`config.mk`:
```
export PLATFORM = sky130hd
export DESIGN_NAME = r_alu_arbiter
export DESIGN_NICKNAME = d
export VERILOG_FILES = /design/src/rtl/r_alu_arbiter.sv
export SDC_FILE = /design/constraint.sdc
export NUM_CORES = 1
export LEC_CHECK = 0
export CORE_AREA = 2 2 145 147
export DETAILED_ROUTE_END_ITERATION = 7
export DIE_AREA = 0 0 147 149
export PLACE_DENSITY = 0.74
export SETUP_SLACK_MARGIN = 0.15
export SLEW_MARGIN = 20
export SYNTH_ARGS = -nofsm -noshare
export SYNTH_HDL_FRONTEND = slang
export SYNTH_SLANG_ARGS = --single-unit
export TNS_END_PERCENT = 20
```
`constraint.sdc`:
```
create_clock -name clk -period 1.65 [get_ports clk]
set_clock_uncertainty 0.05 [all_clocks]
set_input_delay 0.165 -clock clk [delete_from_list [all_inputs] [get_ports clk]]
set_output_delay 0.165 -clock clk [all_outputs]
set_load 0.01 [all_outputs]
```
`src/rtl/r_alu_arbiter.sv`:
```
// r_alu_arbiter: grants one of two R-type requesters per cycle, registers the
// instruction word and operands that drive the shared ALU, and captures the
// ALU result into a tagged response register.
// Optional feature macro: ALU_ARB_FIXED_PRIO_EN (port 0 always wins contention,
// no round-robin pointer). Undefined: round-robin on a last-grant pointer.
// Handshake (request and response sides): a transfer happens on a rising clk
// edge where valid and ready are both 1; a producer holds valid and payload
// until the transfer; ready may depend on valid but never on payload data.
module r_alu_arbiter #(
   parameter int TAG_W = 4
) (
   input  logic             clk,
   input  logic             rst_n,
   input  logic             flush,
   input  logic [1:0]       req_valid,
   output logic [1:0]       req_ready,
   input  logic [31:0]      req0_idata,
   input  logic [31:0]      req1_idata,
   input  logic [31:0]      req0_rv1,
   input  logic [31:0]      req0_rv2,
   input  logic [31:0]      req1_rv1,
   input  logic [31:0]      req1_rv2,
   input  logic [TAG_W-1:0] req0_tag,
   input  logic [TAG_W-1:0] req1_tag,
   output logic [31:0]      alu_idata,
   output logic [31:0]      alu_rv1,
   output logic [31:0]      alu_rv2,
   input  logic [31:0]      alu_result,
   output logic             rsp_valid,
   input  logic             rsp_ready,
   output logic [31:0]      rsp_data,
   output logic [TAG_W-1:0] rsp_tag,
   output logic             rsp_src,
   output logic             rsp_err,
   output logic             state_dbg
);

   typedef enum logic {IDLE, EXEC} state_t;

   state_t           state, state_nxt;
   logic [1:0]       grant;
   logic             slot_free;
   logic             accept;
   logic             acc_port;
   logic             legal;
   logic [6:0]       funct7;
   logic [2:0]       funct3;
   logic [TAG_W-1:0] op_tag;
   logic             op_src;

   // Operand register can take a new op when empty, or when its result can
   // move into a response register that is empty or draining this edge.
   assign slot_free = (state == IDLE) || (!rsp_valid || rsp_ready);
   assign req_ready = flush ? 2'b00 : (slot_free ? grant : 2'b00);
   assign accept    = |req_ready;
   assign acc_port  = req_ready[1];
   assign state_dbg = (state == EXEC);

   assign funct7 = alu_idata[31:25];
   assign funct3 = alu_idata[14:12];

   // Legality of the registered encoding; opcode is trusted from the decoder.
   always_comb begin
      legal = 1'b0;
      if (funct7 == 7'b0000000)
         legal = 1'b1;
      else if (funct7 == 7'b0100000)
         legal = (funct3 == 3'b000) || (funct3 == 3'b101);
   end

`ifdef ALU_ARB_FIXED_PRIO_EN
   // Fixed priority: port 0 wins whenever it is valid.
   always_comb begin
      grant = 2'b00;
      if (req_valid[0])
         grant = 2'b01;
      else if (req_valid[1])
         grant = 2'b10;
   end
`else
   logic last_grant;

   // Round-robin: on contention the port not granted last wins.
   always_comb begin
      grant = req_valid;
      if (req_valid == 2'b11)
         grant = last_grant ? 2'b01 : 2'b10;
   end

   // Pointer moves only on an accepted request; reset favours port 0.
   always_ff @(posedge clk or negedge rst_n) begin
      if (!rst_n)
         last_grant <= 1'b1;
      else if (accept)
         last_grant <= acc_port;
   end
`endif

   // FSM state register.
   always_ff @(posedge clk or negedge rst_n) begin
      if (!rst_n)
         state <= IDLE;
      else
         state <= state_nxt;
   end

   // FSM next state: flush empties, an accept fills, a drained EXEC empties.
   always_comb begin
      state_nxt = state;
      if (flush)
         state_nxt = IDLE;
      else if (accept)
         state_nxt = EXEC;
      else if ((state == EXEC) && slot_free)
         state_nxt = IDLE;
   end

   // Operand register: loads the granted port's op on accept.
   always_ff @(posedge clk or negedge rst_n) begin
      if (!rst_n) begin
         alu_idata <= '0;
         alu_rv1   <= '0;
         alu_rv2   <= '0;
         op_tag    <= '0;
         op_src    <= 1'b0;
      end else if (accept) begin
         alu_idata <= acc_port ? req1_idata : req0_idata;
         alu_rv1   <= acc_port ? req1_rv1   : req0_rv1;
         alu_rv2   <= acc_port ? req1_rv2   : req0_rv2;
         op_tag    <= acc_port ? req1_tag   : req0_tag;
         op_src    <= acc_port;
      end
   end

   // Response register: captures the ALU result when the op moves out of EXEC.
   always_ff @(posedge clk or negedge rst_n) begin
      if (!rst_n) begin
         rsp_valid <= 1'b0;
         rsp_data  <= '0;
         rsp_tag   <= '0;
         rsp_src   <= 1'b0;
         rsp_err   <= 1'b0;
      end else if (flush) begin
         rsp_valid <= 1'b0;
      end else if ((state == EXEC) && slot_free) begin
         rsp_valid <= 1'b1;
         rsp_data  <= legal ? alu_result : 32'd0;
         rsp_tag   <= op_tag;
         rsp_src   <= op_src;
         rsp_err   <= !legal;
      end else if (rsp_valid && rsp_ready) begin
         rsp_valid <= 1'b0;
      end
   end

endmodule

```
Word level (Yosys, flattened, before mapping)
Cells that the tools add are included.

Flip-flop bits (word level): 142. Output and inout bits: 138.

Equal/unequal tests: 3. Muxes and demuxes: 17. Bitwise gates (word level): 2. Reductions and logical operators: 13.

Operators with widths (count): two-way mux 32 bit (4); two-way mux 1 bit (8); two-way mux 2 bit (4); equality test 7 x 6 -> 1 bit (second input constant) (1); zero test 7 bit (1); nonzero test 3 bit (2); two-way mux 4 bit (1); equality test 3 bit (second input constant) (1); zero test 3 bit (1); logical OR 1 bit (3); equality test 2 bit (second input constant) (1); logical AND 1 bit (2); zero test 1 bit (2); NOT 1 bit (2); AND reduction 2 bit (1); OR reduction 2 bit (1).

Logic depth before layout (Yosys ltp)
Gate-level depths: netlist of the first run.

Word-level depth: 8. Gate-level depth with buffers: 6. Depth with buffers taken out: 3.

Worst setup path after synthesis of the first run
Ideal clock, no wire load.

Kind: reg2reg. Start: register rsp_valid. End: register alu_idata[10]. Arrival: 1.269 ns. Path slack: 0.194 ns. Cell stages (with the launch flop): 6. Path through: dfrtp_1 -> nor2b_4 -> a21oi_1 -> buf_2 -> clkbuf_1 -> a2bb2oi_1.

Word-level cells in the longest chain between the ends: 6. Elaborated cells on any way between the ends: 7.

Ends and longest elaborated chain: start, declared (line 29) `output logic rsp_valid,`; start signal, assigned (line 138) `rsp_valid <= 1'b0;`; start signal, assigned (line 144) `rsp_valid <= 1'b0;`; start signal, assigned (line 146) `rsp_valid <= 1'b1;`; zero test 1 bit * (line 53) `assign slot_free = (state == IDLE) || (!rsp_valid || rsp_ready);`; logical OR 1 bit * (2 in a row) (line 53); two-way mux 2 bit * (2 in a row) (line 54) `assign req_ready = flush ? 2'b00 : (slot_free ? grant : 2'b00);`; two-way mux 32 bit or OR reduction 2 bit (tied branches) (line 127, 55); end signal, assigned (line 127) `alu_idata <= acc_port ? req1_idata : req0_idata;`; end, declared (line 25) `output logic [31:0] alu_idata,`.

Every way passes the cells marked *; elsewhere a longest branch is shown, timed or not. A chain may end at the register's enable or synchronous reset.

Worst setup path after layout of the first run
Start: register last_grant. End: register alu_rv1[17].

Word-level cells in the longest chain between the ends: 5. Elaborated cells on any way between the ends: 6.

Ends and longest elaborated chain: start, declared (line 81) `logic last_grant;`; start signal, assigned (line 95) `last_grant <= acc_port;`; two-way mux 2 bit * (line 87) `grant = last_grant ? 2'b01 : 2'b10;`; two-way mux 2 bit * (line 86) `if (req_valid == 2'b11)`; two-way mux 2 bit * (2 in a row) (line 54); two-way mux 32 bit or OR reduction 2 bit (tied branches) (line 128, 55); end signal, assigned (line 128) `alu_rv1 <= acc_port ? req1_rv1 : req0_rv1;`; end, declared (line 26) `output logic [31:0] alu_rv1,`.

Marked as above.

==> results of run 1 <==
## per-stage QoR
| step | power (mW) | setup WS, ns | TNS [ns] | hold WS [ns] |
|---|---|---|---|---|
| after floorplan | 5.664 | 0.1937 | 0 | -0.1806 |
| after global placement | 7.732 | -0.2774 | -23.93 | 0.05141 |
| after detailed placement | 7.783 | -0.3535 | -29.77 | 0.05091 |
| after CTS | 12.12 | -0.05630 | -1.908 | 0.1744 |
| after global routing | 13.09 | -0.09189 | -4.133 | 0.2071 |
| final | 12.59 | -0.03925 | -0.4850 | 0.1769 |
## per-layer routing
metal  vias to the layer above  wire [um]  track usage
met5                         -          0            0
met4                         0        712      0.09087
met3                        49       1991      0.05657
met2                       340      16210       0.4533
met1                      3640      11440       0.2871
li1                       3140          -            -
## timing repair
item / CTS / global route
hold endpoints to repair: 137 / 0
pin swaps: 46 / 45
cloned: 16 / 10
buffers inserted: 33 / 3
hold buffers: 1 / 0
endpoints found under the setup margin: 261 / 143
resized for setup: 258 / 146
## power breakdown
| group | total [mW] | switching (mW) | leakage, nW | internal (mW) |
|---|---|---|---|---|
| Sequential | 4.31 | 0.355 | 1.64 | 3.95 |
| Clock | 3.95 | 1.56 | 0.278 | 2.39 |
| Combinational | 4.34 | 1.88 | 3.58 | 2.46 |
| Total | 12.6 | 3.79 | 5.50 | 8.81 |
## layout make-up
cell class | count | area [sq um]
fill | 1462 | 6764
timing repair buffer | 497 | 5509
multi-input combinational | 319 | 3774
sequential | 142 | 3555
clock buffer | 20 | 436.7
tap | 275 | 344.1
clock inverter | 12 | 160.2
inverter | 3 | 12.51
antenna | 1 | 2.502
## synth_stat cells, types with 2 or more instances
| library cell | instances | area share |
|---|---|---|
| nand3_1 | 20 | 0.015 |
| buf_8 | 3 | 0.0069 |
| dfrtp_1 | 141 | 0.54 |
| a32o_1 | 12 | 0.018 |
| a2bb2oi_1 | 90 | 0.12 |
| a21oi_1 | 2 | 0.0015 |
| mux2_2 | 5 | 0.0086 |
| buf_4 | 7 | 0.0080 |
| nor2_1 | 5 | 0.0029 |
| buf_2 | 36 | 0.027 |
| and3_1 | 12 | 0.011 |
| a31oi_1 | 2 | 0.0019 |
| a2bb2oi_2 | 10 | 0.023 |
| nand2_1 | 2 | 0.0011 |
| o32ai_1 | 100 | 0.13 |
| o21ai_0 | 21 | 0.016 |
| clkbuf_1 | 27 | 0.015 |
| inv_1 | 3 | 0.0017 |
| o31ai_1 | 20 | 0.023 |
## state kept, by name (all words and copies together) (netlist names), 4 cells and up
register,count
alu_idata,32
alu_rv1,32
alu_rv2,32
rsp_data,32
op_tag,4
rsp_tag,4
## final timing paths
path,to,depth (start not counted)
max reg2reg,alu_rv1[17]$_DFFE_PN0P_,8
max in group asynchronous,alu_idata[9]$_DFFE_PN0P_,3
min reg2reg,rsp_data[17]$_DFFE_PN0P_,1
min,rsp_data[9]$_DFFE_PN0P_,2
min in group clk,rsp_data[8]$_DFFE_PN0P_,3
max,alu_rv1[17]$_DFFE_PN0P_,8
## cell families after synthesis
family	Yosys count
AND/OR/NAND/NOR	49
AO/OA/AOI/OAI	264
XOR/XNOR	1
flip-flops	142
multiplexers	5
buffers and inverters	77
## critical path: stages (launching register included)
cell       delay [ns]
dfstp_2          0.39
buf_6            0.11
a21bo_4          0.21
buf_12           0.14
buf_12           0.14
buf_12           0.12
buf_16           0.14
o32ai_2          0.16
a2bb2oi_2        0.09
==> qor.csv, run 1 <==
stage;metric;value;unit
outcome;outcome;finished with violations;
outcome;violations;negative setup slack;
sta;worst_slack;-0.03925;ns
global_routing;grt_overflow;0;
sta;rsz0062_at_grt;true;
route;wl;30360;um
clocking;clkTransAtPathRegs;0.06;ns
placement;place_congestion;0.7680;
sta;tightest_slew;0.4584;ns
critical_path;critPathArrivalTime;1.93;ns
clocking;htree_levels;4;
placement;post_dp_cell_area;10980;sq um
critical_path;required;1.89;ns
power;vdd_drop_max;0.0006376;V
placement;hpwl;17540;um
logic_synthesis;syn_area;6570;sq um
sta;timing.final.crit_period;1.689;ns
logic_synthesis;synth_xor_area_frac;0.001333;
floorplan;dieArea;21900;sq um
route;detail_route.vias_per_cell;5.649;
logic_synthesis;netlist_instances;538;
logic_synthesis;synthAdderAreaFrac;0;
cells_and_area;drive_above_1_share;0.3263;
cells_and_area;nNetsFinal;1218;
logic_synthesis;yosys.area_share.simple;0.04190;
cells_and_area;syn2layout_area_growth;109.9;%
route;drc;0;
logic_synthesis;synthArstFlopShare;1.000;
global_routing;grt_first_pass_wirelength;41930;um
route;route.vias.total;7169;
clocking;root_buffer;clkbuf_16;
global_routing;grt_max_degree;58;
power;power_density;913.0;nW/um^2
logic_synthesis;yosys_register_bits;142;
logic_synthesis;synth_top_family_by_area;compound AO/OA/AOI/OAI gates;
run;drv_cap;0;
placement;portBuffers;375;
global_routing;track_usage;0.2488;
critical_path;crit_start;last_grant$_DFFE_PN1P_;
clocking;clk_latency;0.42;ns
sta;fmax;592.0;MHz
logic_synthesis;synth_compound_area_frac;0.3460;
critical_path;reg2reg_slack;-0.04;ns
floorplan;start_util;0.3196;
route;first_pass_iters;5;
logic_synthesis;synthMuxAreaShare;0.008570;
clocking;clockBufferDepth;2;
sta;slew_violations;0;
min_path;hold_path.class;in -> async;
sta;finalCritPeriodShare;1.024;
clocking;cts_tree;built;
logic_synthesis;yosys_warnings;0;
critical_path;cp_max_fo;7;
floorplan;core.rowCount;53;
sta;setup_viol;36;
placement;dp.cells;1173;
logic_synthesis;syn_area_per_cell;12.21;sq um
route;antenna_left;0;
clocking;cts_sinks;142;
global_routing;grt_pass1_vias;7164;
global_routing;antenna_found_initial;1;
power;power_leakage;5.499;nW
sta;max_slew_margin;0.6935;
critical_path;r2r-start;last_grant$_DFFE_PN1P_;
critical_path;critical_path_class;reg -> reg;
floorplan;ioPinCount;376;
critical_path;end_kind;flip-flop;
clocking;cts_inserted_buffers;17;
floorplan;die_x;147;um
critical_path;crit_path_start_kind;flip-flop;
logic_synthesis;synth_fp_nets;776;
sta;hold_viol;0;
cells_and_area;final_cell_mix;236 x clkdlybuf4s50_1, 141 x dfrtp_1, 135 x dlygate4sd2_1;
route;wl_per_cell;23.92;um
route;first_iter_violations;338;
logic_synthesis;synth-edff-count;0;
cells_and_area;instances_no_fill;1269;
cells_and_area;final_util;0.6710;
floorplan;design.core.area;20560;sq um
floorplan;dieHeight;149;um
logic_synthesis;synth_ff_type;dfrtp_1;
cells_and_area;final_common_cell;clkdlybuf4s50_1;
logic_synthesis;ys_seq_area_frac;0.5410;
logic_synthesis;synth_cell_type_count;39;
cells_and_area;fin_area;13790;sq um
Power figures use the tool's default switching activity.
==> inputs of run 2 (changes only) <==
--- a/config.mk
+++ b/config.mk
@@ -5,10 +5,11 @@
 export SDC_FILE = /design/constraint.sdc
 export NUM_CORES = 1
 export LEC_CHECK = 0
-export CORE_AREA = 2 2 145 147
+export CORE_AREA = 2 2 148 150
+export CTS_BUF_LIST = sky130_fd_sc_hd__clkbuf_8
 export DETAILED_ROUTE_END_ITERATION = 7
-export DIE_AREA = 0 0 147 149
-export PLACE_DENSITY = 0.74
+export DIE_AREA = 0 0 150 152
+export PLACE_DENSITY = 0.72
 export SETUP_SLACK_MARGIN = 0.15
 export SLEW_MARGIN = 20
 export SYNTH_ARGS = -nofsm -noshare
==> qor.csv, run 2 (synthesis results as in run 1) <==
stage;metric;value;unit;change
power;p_sw;3.638;mW;was 3.787 mW
floorplan;dieHeight;152;um;was 149 um
cells_and_area;diodes;0;;was 1
floorplan;start_util;0.3077;;was 0.3196
critical_path;max_stage_delay;0.57;ns;was 0.39 ns
critical_path;crit_path_start_kind;flip-flop;;unchanged
min_path;hold_path.class;in -> async;;unchanged
route;detail_route.vias_per_cell;5.649;;about the same
route;antenna_left;0;;unchanged
sta;whs;0.1602;ns;was 0.1769 ns
sta;tightest_slew;0.6277;ns;was 0.4584 ns
sta;slew_violations;0;;unchanged
route;route.vias.total;6994;;was 7169
placement;place_congestion;0.8070;;was 0.7680
route;wl;28720;um;was 30360 um
critical_path;critical-path-slowest-cell;dfstp_2;;unchanged
clocking;clockBufferDepth;2;;unchanged
clocking;cts_inserted_buffers;17;;unchanged
sta;timing.final.crit_period;1.729;ns;was 1.689 ns
outcome;violations;negative setup slack;;unchanged
critical_path;critical_path_class;reg -> reg;;unchanged
global_routing;grt_overflow;0;;unchanged
critical_path;cpLargestDelayFamily;flip-flops;;was buffers and inverters
cells_and_area;final_cell_mix;236 x clkdlybuf4s50_1, 138 x dfrtp_1, 132 x dlygate4sd2_1;;was 236 x clkdlybuf4s50_1, 141 x dfrtp_1, 135 x dlygate4sd2_1
critical_path;r2r-end;alu_rv2[19]$_DFFE_PN0P_;;was alu_rv1[17]$_DFFE_PN0P_
cells_and_area;final_common_cell;clkdlybuf4s50_1;;unchanged
critical_path;path_common_cell;buf_12;;unchanged
clocking;htree_levels;4;;unchanged
sta;fmax;578.5;MHz;was 592.0 MHz
power;switching_share;0.3151;;was 0.3007
global_routing;grt_pass1_vias;7022;;was 7164
floorplan;dieArea;22800;sq um;was 21900 sq um
critical_path;reg2reg_slack;-0.08;ns;was -0.04 ns
power;power_density;884.1;nW/um^2;was 913.0 nW/um^2
global_routing;grt_first_pass_wirelength;40600;um;was 41930 um
power;power.internal;7.909;mW;was 8.806 mW
global_routing;grt_max_degree;69;;was 58
sta;finalCritPeriodShare;1.048;;was 1.024
critical_path;r2r-start;last_grant$_DFFE_PN1P_;;unchanged
floorplan;design.core.area;21350;sq um;was 20560 sq um
clocking;root_buffer;clkbuf_8;;was clkbuf_16
power;finalPower;11.55;mW;was 12.59 mW
cells_and_area;syn2layout_area_growth;98.80;%;was 109.9%
clocking;cts_sinks;142;;unchanged
route;wl_per_cell;23.20;um;was 23.92 um
critical_path;cp_cell_sequence;buf_12, nor2b_4, buf_12, buf_16, o32ai_2, a2bb2oi_2;;was buf_6, a21bo_4, buf_12, buf_12, buf_12, buf_16, o32ai_2, a2bb2oi_2
critical_path;critPathArrivalTime;2.00;ns;was 1.93 ns
cells_and_area;fillers;1641;;was 1462
critical_path;cp_num_buf_inv;3;;was 5
placement;portBuffers;375;;unchanged
clocking;cts_tree;built;;unchanged
sta;max_slew_margin;0.5815;;was 0.6935
sta;rsz0062_at_grt;true;;unchanged
sta;hold_viol;0;;unchanged
placement;hpwl;17890;um;was 17540 um
global_routing;antenna_found_initial;1;;unchanged
critical_path;end_kind;flip-flop;;unchanged
power;p_seq_frac;0.373;;was 0.342
cells_and_area;nNetsFinal;1184;;was 1218
clocking;clkTransAtPathRegs;0.09;ns;was 0.06 ns
floorplan;core.rowCount;54;;was 53
critical_path;crit_cells;6;;was 8
floorplan;die_x;150;um;was 147 um
sta;setup_viol;4;;was 36
global_routing;track_usage;0.2292;;was 0.2488
run;drv_cap;0;;unchanged
sta;worst_slack;-0.07861;ns;was -0.03925 ns
cells_and_area;drive_above_1_share;0.3152;;was 0.3263
power;vdd_drop_max;0.0004932;V;was 0.0006376 V
power;power_leakage;5.091;nW;was 5.499 nW
critical_path;reg2reg_depth;6;;was 8
outcome;outcome;finished with violations;;unchanged
floorplan;ioPinCount;376;;unchanged
clocking;clk_latency;0.44;ns;was 0.42 ns
power;comb_power_share;0.356;;was 0.344
critical_path;required;1.92;ns;was 1.89 ns
route;drc;0;;unchanged
power;pwr-share-clk;0.271;;was 0.313
critical_path;cp_max_fo;29;;was 7
route;first_iter_violations;328;;was 338
route;first_pass_iters;4;;was 5
-- run 2: cell types whose count changed in the layout (fill, tap and decap cells not counted), moves of 5 or more --
cell,previous run,this run
mux2_4,5,0
nand3_1,12,20
clkbuf_8,0,18
buf_6,24,14
clkbuf_16,23,5
o32ai_2,29,40
o21ai_2,8,2
o32ai_4,3,10
o32ai_1,68,50
nand3_4,6,0
mux2_2,0,5
buf_12,36,21
o21ai_1,4,16
buf_16,17,8
-- run 2: stage by stage --
step	util	area, sq um	worst slack, ns	std cells	setup TNS [ns]
global placement	0.5133	10960	-0.2551	1176	-19.95
finish	0.6118	13060	-0.07861	1238	-0.1451
floorplan	-	6570	0.1937	538	0
global route	0.6118	13060	-0.09989	1238	-0.7673
CTS	0.5714	12200	-0.05858	1228	-0.05858
detailed placement	0.5133	10960	-0.3239	1176	-23.17
-- run 2: power by group through the flow --
stage / combinational (mW) / sequential, mW / clock [mW]
2_1_floorplan: 1.18 / 4.48 / 0
3_3_place_gp: 3.45 / 4.31 / 0
3_5_place_dp: 3.48 / 4.32 / 0
4_1_cts: 3.67 / 4.25 / 3.22
5_1_grt: 4.31 / 4.36 / 3.34
6_report: 4.11 / 4.30 / 3.13
-- run 2: layer usage --
metal	routed length [um]	track usage	vias to the layer above
met2	14510	0.3857	339
li1	-	-	3056
met3	2119	0.05495	63
met1	11110	0.2816	3534
met4	968	0.09119	2
met5	13	0	-
-- run 2: final cells by class --
| type | instances | area, sq um | area share |
|---|---|---|---|
| clock buffers | 18 | 247.7 | 0.01897 |
| clock inverters | 13 | 187.7 | 0.01437 |
| inverters | 3 | 12.51 | 0.0009579 |
| multi-input cells | 319 | 3897 | 0.2984 |
| flip-flops and latches | 142 | 3558 | 0.2724 |
| well taps | 280 | 350.3 | 0.02682 |
| repair buffers | 463 | 4807 | 0.3680 |
-- run 2: timing repair --
item                                    CTS  global route
hold endpoints to repair                141             0
hold buffers                              1             0
pin swaps                                22            61
endpoints found under the setup margin  265           144
setup buffers                            14             4
gates cloned                              6             6
gates resized for setup                 261           126
-- run 2: worst max path at each step --
stage / start / endpoint
3_5_place_dp: req_valid[0] / alu_rv1[21]$_DFFE_PN0P_
5_1_grt: last_grant$_DFFE_PN1P_ / alu_rv2[19]$_DFFE_PN0P_
4_1_cts: last_grant$_DFFE_PN1P_ / req_ready[0]
2_1_floorplan: rsp_valid$_DFFE_PN0P_ / alu_idata[10]$_DFFE_PN0P_
3_3_place_gp: req_valid[0] / alu_rv1[28]$_DFFE_PN0P_
6_report: last_grant$_DFFE_PN1P_ / alu_rv2[19]$_DFFE_PN0P_
==> variant 1: new RTL, flow settings as in run 1 <==
`TAG_W`: 4 -> 6.
--- a/src/rtl/r_alu_arbiter.sv
+++ b/src/rtl/r_alu_arbiter.sv
@@ -7,7 +7,7 @@
 // edge where valid and ready are both 1; a producer holds valid and payload
 // until the transfer; ready may depend on valid but never on payload data.
 module r_alu_arbiter #(
-   parameter int TAG_W = 4
+   parameter int TAG_W = 6
 ) (
    input  logic             clk,
    input  logic             rst_n,
Interface: changed (resized req0_tag, req1_tag and rsp_tag); port bits go from 376 to 382. No check against the original RTL was run, so the function may have changed too.
==> variant 1 against run 1 <==
  * Sequential cell count increased by 4
  * Routed wire length up 2.1%
  * Die area unchanged
  * Worst setup slack improved by 0.048 ns
  * Critical path depth fell by 4
  * Area after synthesis down 0.29%
  * Combinational power is 1% higher
  * Clock power grew 2%
  * Total power up 2.1%
  * Worst hold slack worse by 0.012 ns
  * Utilization down 0.75 points
  * Cell area is 1.1% lower
  * Sequential share of layout area is 1.0 points higher
  * Critical endpoint is now req_ready[0]
==> variant 1: results <==
[status]
status = "finished, final reports clean"

[layout]
clkCellAreaFrac_pct = 4.42
multi_input_area_share_pct = 28.0
nFillCells = 1484
bufAreaShareNonClock_pct = 38.1
seq_area_um2 = 3660
nNetsFinal = 1194
multi_input_gates = 301
drive_gt1_share_pct = 33.6

[setup_path]
reg2reg_to = "state_dbg$_DFFE_PN0P_"
r2r_start = "rsp_valid$_DFFE_PN0P_"
cp.arrival_ns = 1.43
crit_path_top_delay_cell = "dfrtp_1"
path_delay_family = "simple AND/OR/NAND/NOR gates"
path_max_fanout = 3
r2r_slack_ns = 0.02
rr_worst_depth = 7

[placed_design]
gp_congestion = 0.810
dp_hpwl_mm = 18.1
postPlaceCellArea_um2 = 11100

[yosys]
synthDistinctLibCells = 32
syn_inst = 523
seq_area_frac_synth_pct = 55.8
synth-seq-cells = 146
ys_async_sr_fraction_pct = 100
synth.net_count = 765
synth.area.top_cells = "dfrtp_1 55%, a2bb2oi_1 14%, o32ai_1 14%"
ys_top_cells_by_count = "145 x dfrtp_1, 102 x a2bb2oi_1, 102 x o32ai_1"

[global_routing]
track_usage_pct = 26.5
grt_pass1_vias = 7313
grt_use_met1_pct = 33.5
grt_pass1_wl_mm = 44.3
met2_usage_pct = 44.5
grt_max_degree = 48

[sta]
worst_pin_slew_ns = 0.738
whs_ns = 0.165

[detailed_routing]
wire_per_inst_um = 25.0
firstDrtPassIters = 4
via_count = 7081
vias_per_cell = 5.71

[power]
pwr-share-comb_pct = 34.1
leakage_nw = 5.60
p_per_area_nw_per_um2 = 943
sw_frac_of_total_pct = 30.5
-- variant 1: worst register-to-register path, delay by kind of cell, from the launching register on --
| family | cells | cell delay (ns) |
|---|---|---|
| buffers and inverters | 4 | 0.63 |
| DFF | 1 | 0.38 |
| AOI/OAI and AO/OA | 2 | 0.32 |
| and+or+nand+nor | 1 | 0.15 |
-- variant 1: layer usage --
metal / vias up / share of wire [%]
met5: - / 0
met4: 0 / 1.7
li1: 3074 / -
met2: 344 / 50
met3: 38 / 7.9
met1: 3625 / 40
-- variant 1: kinds of logic after synthesis --
kind of cell | after synthesis | synth area share [%]
compound gates | 253 | 34.1
xor+xnor | 1 | 0.134
buf+inv | 76 | 4.93
flops | 146 | 55.8
mux | 7 | 1.20
simple gates | 40 | 3.86
-- variant 1: timing repair --
action	in CTS	in global routing
setup endpoints to repair	279	149
setup buffers	11	12
hold buffers	1	0
pin swaps	54	57
gates resized for setup	290	81
cloned	15	6
endpoints found under the hold margin	145	0
-- variant 1: worst max path at each step --
stage	slack, ns	cells past startpoint	from	to
6_report	0.008	4	rsp_valid$_DFFE_PN0P_	req_ready[0]
3_3_place_gp	-0.40	5	rsp_ready	req_ready[0]
5_1_grt	-0.05	4	rsp_valid$_DFFE_PN0P_	req_ready[0]
4_1_cts	-0.03	4	rsp_valid$_DFFE_PN0P_	req_ready[0]
2_1_floorplan	0.01	4	alu_idata[29]$_DFFE_PN0P_	rsp_data[22]$_DFFE_PN0P_
3_5_place_dp	-0.42	5	rsp_ready	req_ready[0]
-- variant 1: through the flow --
stage          utilization [%]  worst slack, ns
2_1_floorplan                -           0.0144
6_report                  66.3          0.00842
4_1_cts                   62.6          -0.0291
3_5_place_dp              53.8           -0.418
5_1_grt                   66.3          -0.0524
3_3_place_gp              53.8           -0.405
==> variant 2: new RTL, config.mk and constraints of run 1 <==
Made on the original files. Put a register stage on the output `state_dbg`, with the module's reset. The value now appears one clock later. The other outputs are not delayed to match.
--- a/src/rtl/r_alu_arbiter.sv
+++ b/src/rtl/r_alu_arbiter.sv
@@ -54,7 +54,13 @@
    assign req_ready = flush ? 2'b00 : (slot_free ? grant : 2'b00);
    assign accept    = |req_ready;
    assign acc_port  = req_ready[1];
-   assign state_dbg = (state == EXEC);
+   always_ff @(posedge clk or negedge rst_n) begin
+      if (!rst_n) begin
+         state_dbg <= '0;
+      end else begin
+         state_dbg <= (state == EXEC);
+      end
+   end
 
    assign funct7 = alu_idata[31:25];
    assign funct3 = alu_idata[14:12];
Check against the original RTL: not equivalent (a bounded check fails within 4 cycles, from zero or initial values and one cycle with rst_n low).
==> variant 2 against run 1 <==
  * The run still ends with negative setup slack left
  * Count of clock-buffer cells in the layout down 2
  * Largest power group is now registers
  * Critical path type is now flop to output pin
  * Clock power decreased by 4%
  * Critical path depth decreased by 3
  * Area after synthesis rose by 0.38%
  * Routed wire length fell by 2.2%
  * Sequential cell count rose by 1
  * Cell area down 2.2%
  * Largest cell class unchanged
  * Total power decreased by 1.5%
  * Fmax shrank 2.4%
  * Worst setup slack got worse by 0.042 ns
  * Highest routed layer unchanged
  * Utilization shrank 1.5 points
==> variant 2: results <==
[placed_design]
gp_congestion = 0.857
postPlaceCellArea_um2 = 11100
dp_hpwl_mm = 18.2

[yosys]
ys_top_cells_by_count = "142 x dfrtp_1, 100 x o32ai_1, 90 x a2bb2oi_1"
synth_top_area_share_pct = 53.9
seq_area_frac_synth_pct = 54.3
synth.net_count = 777

[layout]
drive_gt1_share_pct = 32.1
nNetsFinal = 1199

[global_routing]
grt_pass1_vias = 6988
track_usage_pct = 24.2

[setup_path]
cp.arrival_ns = 1.52
reg2reg_to = "alu_idata[17]$_DFFE_PN0P_"
r2r_start = "rsp_valid$_DFFE_PN0P_"
path_max_fanout = 3
startpoint = "rsp_valid$_DFFE_PN0P_"
crit_type = "flop to output pin"

[sta]
fin_tns_setup_ns = -0.147
relSlewSlack_pct = 62.9
worst_slack_ns = -0.0814
finalSetupViolCount = 9

[detailed_routing]
first_iter_violations = 296
wire_per_inst_um = 23.7

[status]
violations = "negative setup slack"
status = "complete, but fails checks"
## variant 2: how the worst min path moves through the flow
stage	from	endpoint	slack, ns	depth (start not counted)
after global placement	rst_n	rsp_data[4]$_DFFE_PN0P_	0.08	1
final	rst_n	rsp_data[8]$_DFFE_PN0P_	0.21	2
after CTS	rst_n	rsp_data[8]$_DFFE_PN0P_	0.20	2
after detailed placement	rst_n	rsp_data[8]$_DFFE_PN0P_	0.08	1
after floorplan	rst_n	alu_idata[0]$_DFFE_PN0P_	-0.18	0
after global routing	rst_n	rsp_data[8]$_DFFE_PN0P_	0.25	2
## variant 2: kinds of logic after synthesis
family                    after synthesis  synth area share (%)
AOI/OAI and AO/OA                     264                  34.5
buffers and inverters                  77                  6.09
and+or+nand+nor                        49                  4.17
xor gates and xnor gates                1                 0.133
muxes                                   5                 0.854
DFF                                   143                  54.3
## variant 2: stage by stage
stage                     worst slack, ns  instances
after global placement             -0.196       1186
final                             -0.0814       1250
after global routing               -0.148       1250
after CTS                         -0.0225       1234
after floorplan                     0.194        539
after detailed placement           -0.213       1186
## variant 2: what timing repair did
action | 4_1_cts | 5_1_grt
hold buffers | 1 | 0
setup endpoints to repair | 270 | 141
setup buffers | 13 | 6
gates resized for setup | 328 | 64
cloned | 3 | 8
pin swaps | 55 | 54
endpoints found under the hold margin | 54 | 0
## variant 2: layout make-up
type                    instances  area, um2
diodes                          2       5.00
repair buffers                477       4980
fillers                      1491       7070
inverters                       3       12.5
flip-flops and latches        143       3580
multi-input cells             319       3980
clock inverters                13        139
well taps                     275        344
clock buffers                  18        439
## variant 2: metal layers
metal / part of all wire (%) / global-route usage (%) / wire length, um
met3: 6.2 / 5.99 / 1840
met4: 4.4 / 11.7 / 1320
met2: 51 / 41.1 / 15300
met5: 0 / 0 / 0
met1: 38 / 29.0 / 11300
## variant 2: power breakdown
part / total, mW / switching (mW) / internal [mW]
registers: 4.34 / 0.360 / 3.98
logic: 4.25 / 1.88 / 2.37
clock network: 3.81 / 1.55 / 2.26
